## config.mk

```make
export PLATFORM = sky130hd
export DESIGN_NAME = mul8_share_arbiter_flat
export DESIGN_NICKNAME = d
export VERILOG_FILES = /design/src/rtl/mul8_pkg.sv /design/src/rtl/mul8_share_arbiter_if.sv /design/src/rtl/mul8_rr_grant.sv /design/src/rtl/wallaceTreeMultiplier8Bit.sv /design/src/rtl/mul8_share_arbiter.sv /design/src/flat_wrapper.sv
export SDC_FILE = /design/constraint.sdc
export NUM_CORES = 1
export LEC_CHECK = 0
export ABC_CLOCK_PERIOD_IN_PS = 6600
export BUFFER_PORTS_ARGS = -buffer_cell sky130_fd_sc_hd__buf_2
export CORE_MARGIN = 8
export CORE_UTILIZATION = 51
export CTS_BUF_LIST = sky130_fd_sc_hd__clkbuf_4 sky130_fd_sc_hd__clkbuf_8
export CTS_CLUSTER_DIAMETER = 150
export DETAILED_ROUTE_END_ITERATION = 16
export PLACE_DENSITY = 0.77
export SLEW_MARGIN = 20
export SYNTH_ARGS = -nofsm -noshare
export SYNTH_HDL_FRONTEND = slang
export SYNTH_SLANG_ARGS = --single-unit
```

## constraint.sdc

```tcl
create_clock -name clk -period 6.6 [get_ports clk]
set_input_delay 0.66 -clock clk [delete_from_list [all_inputs] [get_ports clk]]
set_output_delay 0.66 -clock clk [all_outputs]
set_load 0.1 [all_outputs]
```

## src/rtl/mul8_pkg.sv

```systemverilog
// Shared types for the mul8 arbiter slice: operand/product widths, FSM states
// and the upper bound on requester count.
package mul8_pkg;

    localparam int unsigned NREQ_MAX = 8;

    typedef logic [7:0]  operand_t;
    typedef logic [15:0] product_t;

    typedef enum logic [1:0] {
        IDLE = 2'd0,
        MUL  = 2'd1,
        RESP = 2'd2
    } arb_state_e;

endpackage

```

## src/rtl/mul8_share_arbiter_if.sv

```systemverilog
// Request/response bus between the multiplier clients and the shared arbiter.
// master = client side, slave = arbiter side.
interface mul8_share_arbiter_if #(
    parameter int unsigned NREQ = 4
);
    import mul8_pkg::*;

    localparam int unsigned IDW = $clog2(NREQ);

    logic [NREQ-1:0]      req_valid;
    logic [NREQ-1:0]      req_ready;
    operand_t [NREQ-1:0]  req_a;
    operand_t [NREQ-1:0]  req_b;
    logic                 rsp_valid;
    logic                 rsp_ready;
    logic [IDW-1:0]       rsp_id;
    product_t             rsp_product;

    modport master (
        output req_valid, req_a, req_b, rsp_ready,
        input  req_ready, rsp_valid, rsp_id, rsp_product
    );

    modport slave (
        input  req_valid, req_a, req_b, rsp_ready,
        output req_ready, rsp_valid, rsp_id, rsp_product
    );

endinterface

```

## src/rtl/mul8_rr_grant.sv

```systemverilog
// Combinational round-robin picker: first asserted req scanning from ptr upward, mod NREQ.
module mul8_rr_grant #(
    parameter int unsigned NREQ = 4,
    parameter int unsigned IDW  = $clog2(NREQ)
) (
    input  logic [NREQ-1:0] req,
    input  logic [IDW-1:0]  ptr,
    output logic [NREQ-1:0] gnt,
    output logic [IDW-1:0]  gnt_id,
    output logic            any
);

    logic [IDW-1:0] idx;

    always_comb begin
        gnt    = '0;
        gnt_id = '0;
        any    = 1'b0;
        idx    = '0;
        for (int unsigned k = 0; k < NREQ; k++) begin
            idx = IDW'((32'(ptr) + k) % NREQ);
            if (!any && req[idx]) begin
                any      = 1'b1;
                gnt[idx] = 1'b1;
                gnt_id   = idx;
            end
        end
    end

endmodule

```

## src/rtl/wallaceTreeMultiplier8Bit.sv

```systemverilog
// 8x8 unsigned multiplier datapath shared by the arbiter; full 16-bit product.
module wallaceTreeMultiplier8Bit (
    input  logic [7:0]  a,
    input  logic [7:0]  b,
    output logic [15:0] result
);

    assign result = 16'(a) * 16'(b);

endmodule

```

## src/rtl/mul8_share_arbiter.sv

```systemverilog
// Round-robin sharing of one 8x8 multiplier among NREQ requesters with a single response channel.
// Define MUL8_PIPE_EN to register the granted operands ahead of the multiplier (adds the MUL state).
module mul8_share_arbiter
    import mul8_pkg::*;
#(
    parameter int unsigned NREQ = 4,
    parameter int unsigned IDW  = $clog2(NREQ)
) (
    input  logic                 clk,
    input  logic                 rst_n,
    mul8_share_arbiter_if.slave  bus,
    output logic                 busy,
    output logic [15:0]          txn_count
);

    arb_state_e      state_q, state_d;
    logic [IDW-1:0]  ptr_q, ptr_d;
    logic [IDW-1:0]  rsp_id_q, rsp_id_d;
    product_t        rsp_product_q, rsp_product_d;
    logic [15:0]     txn_count_q, txn_count_d;

    logic [NREQ-1:0] gnt;
    logic [IDW-1:0]  gnt_id;
    logic            any_req;
    logic            rsp_hs;
    logic            grant_en;
    logic            xfer;
    operand_t        mul_a, mul_b;
    product_t        mul_result;

    mul8_rr_grant #(
        .NREQ (NREQ),
        .IDW  (IDW)
    ) u_grant (
        .req    (bus.req_valid),
        .ptr    (ptr_q),
        .gnt    (gnt),
        .gnt_id (gnt_id),
        .any    (any_req)
    );

    wallaceTreeMultiplier8Bit u_mul (
        .a      (mul_a),
        .b      (mul_b),
        .result (mul_result)
    );

    // A new grant may overlap the response handshake so RESP can chain transfers back to back.
    assign rsp_hs        = (state_q == RESP) && bus.rsp_ready;
    assign grant_en      = (state_q == IDLE) || rsp_hs;
    assign xfer          = grant_en && any_req;
    assign bus.req_ready = grant_en ? gnt : '0;

`ifdef MUL8_PIPE_EN
    operand_t       op_a_q, op_a_d;
    operand_t       op_b_q, op_b_d;
    logic [IDW-1:0] id_q, id_d;

    assign mul_a = op_a_q;
    assign mul_b = op_b_q;
`else
    assign mul_a = bus.req_a[gnt_id];
    assign mul_b = bus.req_b[gnt_id];
`endif

    always_comb begin
        state_d       = state_q;
        ptr_d         = ptr_q;
        rsp_id_d      = rsp_id_q;
        rsp_product_d = rsp_product_q;
        txn_count_d   = txn_count_q + 16'(rsp_hs);
`ifdef MUL8_PIPE_EN
        op_a_d        = op_a_q;
        op_b_d        = op_b_q;
        id_d          = id_q;
`endif

        if (rsp_hs) begin
            state_d = IDLE;
        end

`ifdef MUL8_PIPE_EN
        if (state_q == MUL) begin
            rsp_product_d = mul_result;
            rsp_id_d      = id_q;
            state_d       = RESP;
        end
`endif

        if (xfer) begin
            ptr_d = (gnt_id == IDW'(NREQ - 1)) ? '0 : gnt_id + 1'b1;
`ifdef MUL8_PIPE_EN
            op_a_d  = bus.req_a[gnt_id];
            op_b_d  = bus.req_b[gnt_id];
            id_d    = gnt_id;
            state_d = MUL;
`else
            rsp_product_d = mul_result;
            rsp_id_d      = gnt_id;
            state_d       = RESP;
`endif
        end
    end

    always_ff @(posedge clk or negedge rst_n) begin
        if (!rst_n) begin
            state_q       <= IDLE;
            ptr_q         <= '0;
            rsp_id_q      <= '0;
            rsp_product_q <= '0;
            txn_count_q   <= '0;
`ifdef MUL8_PIPE_EN
            op_a_q        <= '0;
            op_b_q        <= '0;
            id_q          <= '0;
`endif
        end else begin
            state_q       <= state_d;
            ptr_q         <= ptr_d;
            rsp_id_q      <= rsp_id_d;
            rsp_product_q <= rsp_product_d;
            txn_count_q   <= txn_count_d;
`ifdef MUL8_PIPE_EN
            op_a_q        <= op_a_d;
            op_b_q        <= op_b_d;
            id_q          <= id_d;
`endif
        end
    end

    assign bus.rsp_valid   = (state_q == RESP);
    assign bus.rsp_id      = rsp_id_q;
    assign bus.rsp_product = rsp_product_q;
    assign busy            = (state_q != IDLE);
    assign txn_count       = txn_count_q;

endmodule

```

## src/flat_wrapper.sv

```systemverilog
// flat-port wrapper written by rule: the top's interface ports become plain ports
module mul8_share_arbiter_flat import mul8_pkg::*;
#(
    parameter int unsigned NREQ = 4,
    parameter int unsigned IDW  = $clog2(NREQ)
)
  (clk, rst_n, busy, txn_count, bus_req_valid, bus_req_a, bus_req_b, bus_rsp_ready, bus_req_ready, bus_rsp_valid, bus_rsp_id, bus_rsp_product);
  mul8_share_arbiter_if #(.NREQ(NREQ)) bus_i ();
  input  logic clk;
  input  logic rst_n;
  output logic busy;
  output logic [15:0] txn_count;
  input wire logic [$bits(bus_i.req_valid)-1:0] bus_req_valid;
  input wire logic [$bits(bus_i.req_a)-1:0] bus_req_a;
  input wire logic [$bits(bus_i.req_b)-1:0] bus_req_b;
  input wire logic [$bits(bus_i.rsp_ready)-1:0] bus_rsp_ready;
  output wire logic [$bits(bus_i.req_ready)-1:0] bus_req_ready;
  output wire logic [$bits(bus_i.rsp_valid)-1:0] bus_rsp_valid;
  output wire logic [$bits(bus_i.rsp_id)-1:0] bus_rsp_id;
  output wire logic [$bits(bus_i.rsp_product)-1:0] bus_rsp_product;
  assign bus_i.req_valid = bus_req_valid;
  assign bus_i.req_a = bus_req_a;
  assign bus_i.req_b = bus_req_b;
  assign bus_i.rsp_ready = bus_rsp_ready;
  assign bus_req_ready = bus_i.req_ready;
  assign bus_rsp_valid = bus_i.rsp_valid;
  assign bus_rsp_id = bus_i.rsp_id;
  assign bus_rsp_product = bus_i.rsp_product;
  mul8_share_arbiter #(.NREQ(NREQ), .IDW(IDW)) u_core (.clk(clk), .rst_n(rst_n), .bus(bus_i), .busy(busy), .txn_count(txn_count));
endmodule
```

# == Yosys cells after proc, flatten, opt, wreduce, memory -nomap -nowiden ==
# Cells that the tools add are included.
# classes
muxes,36
eq_ne,2
magnitude_cmp,9
n_bitwise,3
addsub,5
multipliers,1
reduce_logical,16
# ops
cell,n
binary-select mux 8 bit (select 2 bit),2
2-to-1 mux 4 bit,5
adder 16 x 1 -> 16 bit,1
multiplier 8 x 8 -> 16 bit,1
2-to-1 mux 8 bit,2
"< comparator 2 x 3 -> 1 bit, second input constant",5
2-to-1 mux 2 bit,7
2-to-1 mux 1 bit,12
bitwise OR 4 bit,3
logical AND 1 bit,9
binary-select mux 1 bit (select 2 bit),4
demux 1 bit (select 2 bit),4
"greater-or-equal comparator 2 x 1 -> 1 bit, second input constant",4
"adder 2 x 1 -> 2 bit, second input constant",2
"adder 2 bit, second input constant",2
"equality test 2 bit, second input constant",2
nonzero test 2 bit,2
zero test 1 bit,3
zero test 2 bit,1
logical OR 1 bit,1
# totals
output_inout_bits,40
reg_bits,38

# == Longest topological paths before layout ==
# logic_depth
depth_word,15
depth_mapped,27
ltp_nobuf,24

# == Modules after synthesis ==
# From an unflattened synthesis, not the netlist that was laid out.
# hier_totals
hier_cells,419
hier_area_um2,4520.6
# by_module_without_submodules
module,instances,cells_per_inst,area_each_um2
wallaceTreeMultiplier8Bit,1,243,2109.5
mul8_share_arbiter,1,131,1989.4
mul8_rr_grant,1,45,421.7

# == Least setup slack after synthesis ==
# Ideal clock, no wire load.
# synth_timing
path_type,register to register
from,register u_core.ptr_q[0]
to,"register u_core.rsp_product_q[15], in the netlist u_core.bus.rsp_product[15]"
t_required_ns,6.530
n_path_buf,2
setup_slack_ns,0.271
period_less_slack_ns,6.329
stages_incl_launch_ff,24
setup_time_ns,0.071
arrival_time_ns,6.258
path_cell_list,dfrtp_1 > buf_6 > inv_1 > ha_1 > mux4_2 > nor2b_4 > nor2_4 > o21ai_4 > buf_6 > mux2_4 > or2_1 > fa_1 > fa_1 > inv_1 > fa_1 > inv_1 > fa_1 > inv_1 > ha_1 > a21boi_0 > o21ai_0 > a211o_1 > a211o_1 > nand3_1
# synth_between
elab_chain_cells,15
elab_cells_between_ends,31
# synth_rtl
element,line,source
from (decl),mul8_share_arbiter.sv:17,"logic [IDW-1:0] ptr_q, ptr_d;"
from (signal assigned),mul8_share_arbiter.sv:119,ptr_q <= ptr_d;
branches (longest 15 deep; another with adder 2 x 1 -> 2 bit),--,
to (signal assigned),mul8_share_arbiter.sv:121,rsp_product_q <= rsp_product_d;
to (decl),mul8_share_arbiter.sv:19,"product_t rsp_product_q, rsp_product_d;"
# Parallel ways; which one is timed is not known. The select of a mux whose other input is x is not followed.
# A chain may end at the register's enable or synchronous reset.

# == Final worst setup path ==
# layout_timing
from,register u_core.ptr_q[1]
to,"register u_core.rsp_product_q[15], in the netlist u_core.bus.rsp_product[15]"
# The elaborated chain is that of the path after synthesis.

==> qor.yml <==
setup_path:
  arrival_ns: 6.53
  endpoint_kind: "flop"
  critical_path_class: "flop to flop"
  cp_top_family: "adder cells"
  slowest_stage: "fa_1"
  crit_path_max_fanout: 16
  cp-start-kind: "flop"
  path_buf_inv: 5
  max_stage_delay_ns: 0.55
  cp.required_ns: 6.83
  path_cells: "inv_1, ha_1, mux4_2, nor2b_4, nor2_4, o21ai_4, buf_12, mux2_2, or2_1, fa_1, fa_1, inv_1, fa_1, inv_1, fa_1, inv_1, ha_1, a21boi_0, o21ai_0, a211o_1, a211o_1, nand3_1"
  r2r_slack_ns: 0.31
yosys:
  yosysWarningCount: 0
  ys_seq_area_frac: 0.208
  synthFlopType: "dfrtp_1"
  syn_inst: 469
  syn-cell-area_um2: 4450
  synth-seq-cells: 37
  syn_area_per_cell_um2: 9.49
  ys_types: 48
  synth_edf_count: 0
  synth_nets: 621
  postSynth.asyncResetShare: 1.00
clock_tree:
  clk_latency_ns: 0.29
  h-tree-depth: 2
  clockBufferDepth: 2
  hold_buffers: 0
  cts-root-buf: "clkbuf_8"
  clock-sinks: 37
  cts_tree: "done"
  numCtsBuffers: 5
  path_clk_slew_ns: 0.08
global_route:
  gr-usage-all-layers: 0.171
  antenna_found_initial: 0
  overflow: 0
  grt_pass1_wl_um: 16900
  grt_max_degree: 39
  grt_pass1_vias: 3819
die:
  die_h_um: 109
  die_width_um: 109
  ios: 111
  die-area_um2: 12000
  num_rows: 34
  start_util: 0.518
  core_um2: 8590
layout:
  drive_gt1_frac: 0.272
  finish.instance_area_um2: 5230
  area_growth_pct: 17.4
  final_common_cell: "buf_2"
  fillers: 748
  final_nets: 735
  antennaDiodeCount: 0
  layout_common_cells: "buf_2, nor2_1, inv_1, ha_1, dfrtp_1"
routing:
  drc: 0
  post_drt_wl_per_cell_um: 14.9
  drtIter0Drc: 182
  viasPerCell: 5.22
  ant_nets: 0
  routed_wl_um: 10300
  first_pass_iters: 4
  vias: 3612
timing:
  min_period_ns: 6.29
  hold_viol_final: 0
  slew_violations: 0
  finalSetupViolations: 0
  tightestPinTransition_ns: 0.838
  hold_ws_ns: 0.460
  rsz0062_at_grt: "false"
  fmax_ghz: 0.159
  finalCritPeriodShare: 0.953
  skew_ns: 0.0102
  max-slew-margin-rel: 0.442
placement:
  dp_hpwl_um: 8680
  gp_congestion: 0.893
  place_area_um2: 5090
  io_buffers: 110
min_path:
  hold_class: "input pin to asynchronous set/reset pin"
flow_run:
  drv_cap: 0
status:
  outcome: "completed"
what timing repair did:
item,4_1_cts,5_1_grt
setup endpoints to repair,0,4
resized for setup,0,1
setup buffers,0,4
synthesized netlist by cell type, types with 6 or more instances:
library cell | count | area share
o21ai_0 | 14 | 0.016
fa_1 | 36 | 0.16
xnor2_1 | 16 | 0.031
mux2i_1 | 33 | 0.074
a21oi_1 | 10 | 0.011
nand2_1 | 36 | 0.030
and3_1 | 6 | 0.0084
nor2_1 | 69 | 0.058
nand3_1 | 9 | 0.010
mux2_4 | 8 | 0.027
xor2_1 | 7 | 0.014
mux2_2 | 8 | 0.020
or2_1 | 12 | 0.017
inv_1 | 52 | 0.044
dfrtp_1 | 37 | 0.21
ha_1 | 45 | 0.13
worst register-to-register path, stage by stage, from the launching register on:
cell and delay, ns:
dfrtp_1 0.35, inv_1 0.09, ha_1 0.39, mux4_2 0.37
nor2b_4 0.21, nor2_4 0.07, o21ai_4 0.17, buf_12 0.17
mux2_2 0.42, or2_1 0.27, fa_1 0.52, fa_1 0.55
inv_1 0.05, fa_1 0.52, inv_1 0.05, fa_1 0.52
inv_1 0.04, ha_1 0.30, a21boi_0 0.24, o21ai_0 0.22
a211o_1 0.33, a211o_1 0.29, nand3_1 0.07
metrics by stage:
step	util	cells	setup slack (ns)	TNS (ns)
finish	0.608	692	0.309	0
global route	0.608	692	0.00231	0
CTS	0.603	688	0.0548	0
detailed placement	0.592	680	-0.0429	-0.0636
global placement	0.592	680	0.0814	0
floorplan	-	469	0.271	0
area by class of cell:
| type | count | area (um2) | area share |
|---|---|---|---|
| clock buffer | 5 | 68.8 | 0.0132 |
| timing repair buffer | 119 | 643 | 0.123 |
| clock inverter | 3 | 22.5 | 0.00431 |
| inverter | 52 | 195 | 0.0373 |
| multi-input combinational | 368 | 3240 | 0.619 |
| tap | 108 | 135 | 0.0258 |
| sequential | 37 | 926 | 0.177 |
worst paths after layout:
| kind | startpoint | endpoint | depth (start not counted) |
|---|---|---|---|
| setup / recovery | u_core.ptr_q[1] | u_core.bus.rsp_product[15] | 22 |
| hold / removal | rst_n | u_core.txn_count[9] | 1 |
| setup reg to reg | u_core.ptr_q[1] | u_core.bus.rsp_product[15] | 22 |
| hold reg to reg | u_core.txn_count[15] | u_core.txn_count[15] | 1 |
| max in group asynchronous | rst_n | u_core.bus.rsp_product[11] | 1 |
| min in group clk | u_core.txn_count[15] | u_core.txn_count[15] | 1 |
metal layers:
metal / vias to the layer above / global-route usage / share of wire
li1: 1791 / - / -
met1: 1691 / 0.226 / 0.45
met2: 118 / 0.290 / 0.48
met3: 12 / 0.0270 / 0.058
met4: 0 / 0.0280 / 0.0085
met5: - / 0 / 0
sequential cells by signal (all words and copies together) (netlist names):
signal and cells:
u_core.bus.rsp_id 2, u_core.bus.rsp_product 16, u_core.state_q 1, u_core.txn_count 16
u_core.ptr_q 2
cell families after synthesis:
kind of cell               Yosys count  share of synthesized area
muxes                               54                      0.144
DFF                                 37                      0.208
xor gates and xnor gates            23                     0.0452
adders and majority gates           81                      0.288
buffers and inverters               64                     0.0677
and+or+nand+nor                    157                      0.163
AOI/OAI and AO/OA                   53                     0.0840
Power is not shown: default switching activity piles up to over one toggle a cycle in this logic, so the estimate is an artifact.
